[config.mk]
export PLATFORM = sky130hd
export DESIGN_NAME = plot_scan_sequencer_flat
export DESIGN_NICKNAME = d
export VERILOG_FILES = /design/src/rtl/plot_scan_sequencer_if.sv /design/src/rtl/plot_scan_sequencer.sv /design/src/flat_wrapper.sv
export SDC_FILE = /design/constraint.sdc
export NUM_CORES = 1
export LEC_CHECK = 0
export BUFFER_PORTS_ARGS = -buffer_cell sky130_fd_sc_hd__buf_2
export CAP_MARGIN = 20
export CORE_MARGIN = 2
export CORE_UTILIZATION = 50
export CTS_CLUSTER_SIZE = 25
export DETAILED_ROUTE_END_ITERATION = 8
export PLACE_DENSITY = 0.69
export SLEW_MARGIN = 20
export SYNTH_ARGS = -nofsm -noshare
export SYNTH_HDL_FRONTEND = slang
export SYNTH_SLANG_ARGS = --single-unit
[constraint.sdc]
create_clock -name clk_in -period 4.9 [get_ports clk_in]
set_clock_uncertainty 0.15 [all_clocks]
set_input_delay 0.735 -clock clk_in [delete_from_list [all_inputs] [get_ports clk_in]]
set_output_delay 0.735 -clock clk_in [all_outputs]
set_load 0.005 [all_outputs]
[src/rtl/plot_scan_sequencer_if.sv]
// Pixel bus between the frame BRAM read port, plot_scan_sequencer (master) and plotter_control (slave).
// The slave modport covers both the BRAM read data return and the plotter ready handshake.
interface plot_scan_sequencer_if #(
    parameter int ADDR_W = 17
);
    logic [ADDR_W-1:0] rd_addr_out;
    logic              rd_data_in;
    logic              pixel_value_out;
    logic              pixel_valid_out;
    logic              ready_in;
    logic [10:0]       hcount_out;
    logic [9:0]        vcount_out;

    modport master (
        output rd_addr_out,
        output pixel_value_out,
        output pixel_valid_out,
        output hcount_out,
        output vcount_out,
        input  rd_data_in,
        input  ready_in
    );

    modport slave (
        input  rd_addr_out,
        input  pixel_value_out,
        input  pixel_valid_out,
        input  hcount_out,
        input  vcount_out,
        output rd_data_in,
        output ready_in
    );
endinterface

[src/rtl/plot_scan_sequencer.sv]
// Walks the frozen black/white frame BRAM pixel by pixel and hands each pixel to plotter_control.
// Optional macro PLOT_SERPENTINE_EN: odd rows are traversed right to left.
module plot_scan_sequencer #(
    parameter int IMG_W         = 106,
    parameter int IMG_H         = 80,
    parameter int ADDR_W        = 17,
    parameter int RD_LAT        = 2,
    parameter int FREEZE_CYCLES = 4
) (
    input  logic                  clk_in,
    input  logic                  rst_in_n,
    input  logic                  start_in,
    input  logic                  enable_in,
    input  logic                  abort_in,
    output logic                  freeze_out,
    output logic                  busy_out,
    output logic                  done_out,
    plot_scan_sequencer_if.master bus
);

    typedef enum logic [2:0] {
        IDLE,
        FREEZE,
        FETCH,
        WAIT_RD,
        PRESENT,
        ADVANCE,
        DONE
    } state_t;

    localparam int CNT_MAX = (FREEZE_CYCLES > RD_LAT) ? FREEZE_CYCLES : RD_LAT;
    localparam int CNT_W   = (CNT_MAX < 2) ? 1 : $clog2(CNT_MAX);

    state_t state_q, state_d;

    logic [CNT_W-1:0]  cnt_q, cnt_d;
    logic [10:0]       col_q, col_d;
    logic [9:0]        row_q, row_d;
    logic [ADDR_W-1:0] row_base_q, row_base_d;

    logic [ADDR_W-1:0] rd_addr_q, rd_addr_d;
    logic              value_q, value_d;
    logic              valid_q, valid_d;
    logic [10:0]       hcount_q, hcount_d;
    logic [9:0]        vcount_q, vcount_d;
    logic              freeze_q, freeze_d;
    logic              busy_q, busy_d;
    logic              done_q, done_d;

    logic row_end;
    logic last_pixel;
    logic transfer;

    // Row end depends on the walk direction of the current row
`ifdef PLOT_SERPENTINE_EN
    assign row_end = row_q[0] ? (col_q == 11'd0) : (col_q == 11'(IMG_W - 1));
`else
    assign row_end = (col_q == 11'(IMG_W - 1));
`endif
    assign last_pixel = row_end && (row_q == 10'(IMG_H - 1));
    assign transfer   = valid_q && bus.ready_in;

    always_ff @(posedge clk_in or negedge rst_in_n) begin
        if (!rst_in_n) begin
            state_q <= IDLE;
        end else begin
            state_q <= state_d;
        end
    end

    // Abort wins over every other transition, including a same-cycle transfer
    always_comb begin
        state_d = state_q;
        if (abort_in && (state_q != IDLE)) begin
            state_d = IDLE;
        end else begin
            case (state_q)
                IDLE: begin
                    if (start_in) begin
                        state_d = FREEZE;
                    end
                end
                FREEZE: begin
                    if (cnt_q == CNT_W'(FREEZE_CYCLES - 1)) begin
                        state_d = FETCH;
                    end
                end
                FETCH: begin
                    state_d = WAIT_RD;
                end
                WAIT_RD: begin
                    if (cnt_q == CNT_W'(RD_LAT - 1)) begin
                        state_d = PRESENT;
                    end
                end
                PRESENT: begin
                    if (transfer) begin
                        state_d = ADVANCE;
                    end
                end
                ADVANCE: begin
                    state_d = last_pixel ? DONE : FETCH;
                end
                DONE: begin
                    state_d = IDLE;
                end
                default: begin
                    state_d = IDLE;
                end
            endcase
        end
    end

    always_comb begin
        cnt_d      = '0;
        col_d      = col_q;
        row_d      = row_q;
        row_base_d = row_base_q;
        rd_addr_d  = rd_addr_q;
        value_d    = value_q;
        valid_d    = 1'b0;
        hcount_d   = hcount_q;
        vcount_d   = vcount_q;

        case (state_q)
            FREEZE: begin
                cnt_d = cnt_q + 1'b1;
            end
            WAIT_RD: begin
                cnt_d = cnt_q + 1'b1;
                if (state_d == PRESENT) begin
                    value_d  = bus.rd_data_in;
                    hcount_d = col_q;
                    vcount_d = row_q;
                    valid_d  = enable_in;
                end
            end
            PRESENT: begin
                valid_d = (state_d == PRESENT) && enable_in;
            end
            ADVANCE: begin
                // The address is updated incrementally so no multiplier is needed
                if (!last_pixel) begin
`ifdef PLOT_SERPENTINE_EN
                    if (row_end) begin
                        row_d      = row_q + 10'd1;
                        row_base_d = row_base_q + ADDR_W'(IMG_W);
                    end else if (row_q[0]) begin
                        col_d = col_q - 11'd1;
                    end else begin
                        col_d = col_q + 11'd1;
                    end
`else
                    if (row_end) begin
                        col_d      = '0;
                        row_d      = row_q + 10'd1;
                        row_base_d = row_base_q + ADDR_W'(IMG_W);
                    end else begin
                        col_d = col_q + 11'd1;
                    end
`endif
                    rd_addr_d = row_base_d + ADDR_W'(col_d);
                end
            end
            default: begin
            end
        endcase

        if (state_d == IDLE) begin
            col_d      = '0;
            row_d      = '0;
            row_base_d = '0;
            rd_addr_d  = '0;
        end

        freeze_d = (state_d != IDLE) && (state_d != DONE);
        busy_d   = (state_d != IDLE);
        done_d   = (state_d == DONE);
    end

    always_ff @(posedge clk_in or negedge rst_in_n) begin
        if (!rst_in_n) begin
            cnt_q      <= '0;
            col_q      <= '0;
            row_q      <= '0;
            row_base_q <= '0;
            rd_addr_q  <= '0;
            value_q    <= 1'b0;
            valid_q    <= 1'b0;
            hcount_q   <= '0;
            vcount_q   <= '0;
            freeze_q   <= 1'b0;
            busy_q     <= 1'b0;
            done_q     <= 1'b0;
        end else begin
            cnt_q      <= cnt_d;
            col_q      <= col_d;
            row_q      <= row_d;
            row_base_q <= row_base_d;
            rd_addr_q  <= rd_addr_d;
            value_q    <= value_d;
            valid_q    <= valid_d;
            hcount_q   <= hcount_d;
            vcount_q   <= vcount_d;
            freeze_q   <= freeze_d;
            busy_q     <= busy_d;
            done_q     <= done_d;
        end
    end

    assign bus.rd_addr_out     = rd_addr_q;
    assign bus.pixel_value_out = value_q;
    assign bus.pixel_valid_out = valid_q;
    assign bus.hcount_out      = hcount_q;
    assign bus.vcount_out      = vcount_q;
    assign freeze_out          = freeze_q;
    assign busy_out            = busy_q;
    assign done_out            = done_q;

endmodule

[src/flat_wrapper.sv]
// flat-port wrapper written by rule: the top's interface ports become plain ports
module plot_scan_sequencer_flat 
#(
    parameter int IMG_W         = 106,
    parameter int IMG_H         = 80,
    parameter int ADDR_W        = 17,
    parameter int RD_LAT        = 2,
    parameter int FREEZE_CYCLES = 4
)
  (clk_in, rst_in_n, start_in, enable_in, abort_in, freeze_out, busy_out, done_out, bus_rd_addr_out, bus_pixel_value_out, bus_pixel_valid_out, bus_hcount_out, bus_vcount_out, bus_rd_data_in, bus_ready_in);
  plot_scan_sequencer_if #(.ADDR_W(ADDR_W)) bus_i ();
  input  logic clk_in;
  input  logic rst_in_n;
  input  logic start_in;
  input  logic enable_in;
  input  logic abort_in;
  output logic freeze_out;
  output logic busy_out;
  output logic done_out;
  output wire logic [$bits(bus_i.rd_addr_out)-1:0] bus_rd_addr_out;
  output wire logic [$bits(bus_i.pixel_value_out)-1:0] bus_pixel_value_out;
  output wire logic [$bits(bus_i.pixel_valid_out)-1:0] bus_pixel_valid_out;
  output wire logic [$bits(bus_i.hcount_out)-1:0] bus_hcount_out;
  output wire logic [$bits(bus_i.vcount_out)-1:0] bus_vcount_out;
  input wire logic [$bits(bus_i.rd_data_in)-1:0] bus_rd_data_in;
  input wire logic [$bits(bus_i.ready_in)-1:0] bus_ready_in;
  assign bus_rd_addr_out = bus_i.rd_addr_out;
  assign bus_pixel_value_out = bus_i.pixel_value_out;
  assign bus_pixel_valid_out = bus_i.pixel_valid_out;
  assign bus_hcount_out = bus_i.hcount_out;
  assign bus_vcount_out = bus_i.vcount_out;
  assign bus_i.rd_data_in = bus_rd_data_in;
  assign bus_i.ready_in = bus_ready_in;
  plot_scan_sequencer #(.IMG_W(IMG_W), .IMG_H(IMG_H), .ADDR_W(ADDR_W), .RD_LAT(RD_LAT), .FREEZE_CYCLES(FREEZE_CYCLES)) u_core (.clk_in(clk_in), .rst_in_n(rst_in_n), .start_in(start_in), .enable_in(enable_in), .abort_in(abort_in), .freeze_out(freeze_out), .busy_out(busy_out), .done_out(done_out), .bus(bus_i));
endmodule
==> out/qor.yml <==
tightestPinTransition_ns: 0.738
synth_top_flop_cell: "dfrtp_1"
power_w: 0.00145
path_clk_slew_ns: 0.09
route.detailed.drc: 0
grt_pass1_vias: 3594
clk_path_buf_depth: 2
crit_path_max_fanout: 14
hp-class: "input pin to asynchronous set/reset pin"
drv_slew: 0
cts_buffers: 9
synthCells: 495
cp_num_buf_inv: 2
tns_ns: 0
grt_overflow_total: 0
holdWs_ns: 0.262
initialDrtViolationCount: 243
start_kind: "register"
synth_fp_nets: 519
synth_top_cell_by_area: "dfrtp_1"
vias: 3675
place_area_um2: 5070
max_stage_delay_ns: 0.51
fin_crit_ns: 3.67
cp.arrival_ns: 3.74
track_usage: 0.209
routedWlPerCell_um: 15.0
netlist-cell-type-count: 56
dpl.hpwl_mm: 6.99
dieArea_um2: 10300
nNetsFinal: 558
setup_viol: 0
place.gp.congestion: 0.885
holdBufCountCts: 0
die_height_um: 102
cts_sinks: 84
post-route-util: 0.567
cts_setup_buffers: 0
maxCapViolations: 0
layout-drive-gt1-share: 0.190
yosysWarnings: 0
synth-async-reset-ratio: 1.00
post_drt_via_cell_ratio: 5.53
critPathKind: "register to register"
yosys.area.top_type_share: 0.442
power_leakage_nw: 2.50
synth_area_um2: 4760
clock_latency_ns: 0.35
rows: 35
cts-root-buf: "clkbuf_8"
grt_max_degree: 85
start_util: 0.515
synth_area_leaders: "dfrtp_1 44%, mux2_2 5.2%, xnor2_1 5.0%"
peakVddDrop_mv: 0.204
fmax_mhz: 272
final-hold-violation-count: 0
synth-edff-count: 0
areaGrowthSynthToFinish_pct: 10.1
critPathRequiredTime_ns: 4.97
ctsResizeCount: 0
synth.most_common_cell: "dfrtp_1"
timing.final.crit_share: 0.750
ios: 50
syn_avg_cell_area_um2: 9.61
yosys-top-cells-count: "84 x dfrtp_1, 56 x nor2_1, 45 x nand2_1"
critPathSlowestCell: "and3b_1"
firstDrtPassIters: 4
pwr_density_cell_nw_per_um2: 277
grt_pass1_wl_mm: 17.1
cts_tree: "yes"
io_buffers: 49
crit_chain: "inv_1 > ha_1 > nor4b_2 > and3b_1 > nand2_1 > xnor2_1 > ha_1 > inv_1 > a2111oi_0 > or2_2 > a31oi_1 > or3_1 > nand3_1 > a21oi_1"
ant_nets: 0
relSlewSlack: 0.508
status: "finished clean"
ys_seq_elements: 84
totalWireLength_mm: 9.95
endpoint_kind: "register"
coreArea_um2: 9240
num_antenna_cells: 0
post-route-cell-area_um2: 5240
cts.htree.levels: 3
antenna_found_initial: 0
rsz0062_at_grt: "false"
cp_top_family: "simple AND/OR/NAND/NOR gates"
synth-seq-area-share: 0.442
die-width_um: 102
## routing by layer
metal  wire [µm]  GRT usage  vias up
li1            -          -     1812
met1        4630      0.283     1762
met2        4720      0.333       79
met3         342     0.0345       22
met4         252     0.0894        0
met5           0          0        -
## path summary, 6_finish.rpt
kind                                 start                    endpoint  slack (ns)  cells after the start
max                        u_core.col_q[1]  u_core.bus.rd_addr_out[12]        1.23                     14
min                               rst_in_n  u_core.bus.pixel_value_out        0.26                      1
max reg2reg                u_core.col_q[1]  u_core.bus.rd_addr_out[12]        1.23                     14
min reg2reg                u_core.cnt_q[0]             u_core.cnt_q[0]        0.32                      1
max in group asynchronous         rst_in_n    u_core.bus.vcount_out[4]        3.81                      1
min in group clk_in        u_core.cnt_q[0]             u_core.cnt_q[0]        0.32                      1
## where the power goes
group | leakage, nW | internal, W | switching [W]
logic | 1.25 | 0.0000791 | 0.000191
clock network | 0.0831 | 0.000203 | 0.000241
registers | 1.16 | 0.000718 | 0.0000205
## through the flow
step	cells	setup WS [ns]
after detailed placement	652	1.25
after CTS	665	1.21
after floorplan	495	1.41
final	665	1.23
after global routing	665	0.840
after global placement	652	1.34
## registers in the layout, summed over array words and instances, names as in the netlist
signal	cells
u_core.state_q	3
u_core.row_base_q	16
u_core.busy_out	1
u_core.freeze_out	1
u_core.row_q	10
u_core.bus.rd_addr_out	17
u_core.cnt_q	2
u_core.bus.pixel_value_out	1
u_core.col_q	10
u_core.bus.hcount_out	11
u_core.done_out	1
u_core.bus.pixel_valid_out	1
u_core.bus.vcount_out	10
## layout by cell type, fill, tap and decap left out, types with 3 or more instances in the layout
master / instances
nand3b_1: 4
a21o_1: 7
inv_1: 7
xor2_1: 23
or3_1: 12
or4_1: 4
and3_1: 7
nand3_1: 23
a211oi_1: 5
mux2_2: 22
nand4_1: 4
or2_2: 5
nand2_1: 45
buf_2: 48
dfrtp_1: 84
clkbuf_8: 11
o21ai_0: 17
xnor2_1: 27
buf_4: 4
o31ai_1: 4
o21a_1: 3
nand2b_1: 4
nor2_1: 56
a21oi_1: 38
and2_1: 5
ha_1: 16
nor3_1: 11
## logic make-up (layout without fill, tap and decap cells)
logic type | count (synthesis) | in the layout | synth area share
simple gates | 198 | 198 | 0.216
compound gates | 89 | 89 | 0.114
flops | 84 | 84 | 0.442
xor+xnor | 50 | 50 | 0.0921
buf+inv | 32 | 73 | 0.0331
mux | 24 | 24 | 0.0563
fa+ha+maj | 17 | 17 | 0.0463
other cells | 1 | 1 | 0.000788
## layout make-up
| type | instances | area [µm²] |
|---|---|---|
| tap | 129 | 161 |
| inverter | 7 | 26.3 |
| fill | 840 | 4000 |
| sequential | 84 | 2100 |
| clock inverter | 2 | 12.5 |
| multi-input combinational | 379 | 2500 |
| clock buffer | 11 | 151 |
| timing repair buffer | 53 | 282 |
Power figures use the tool's default switching activity.
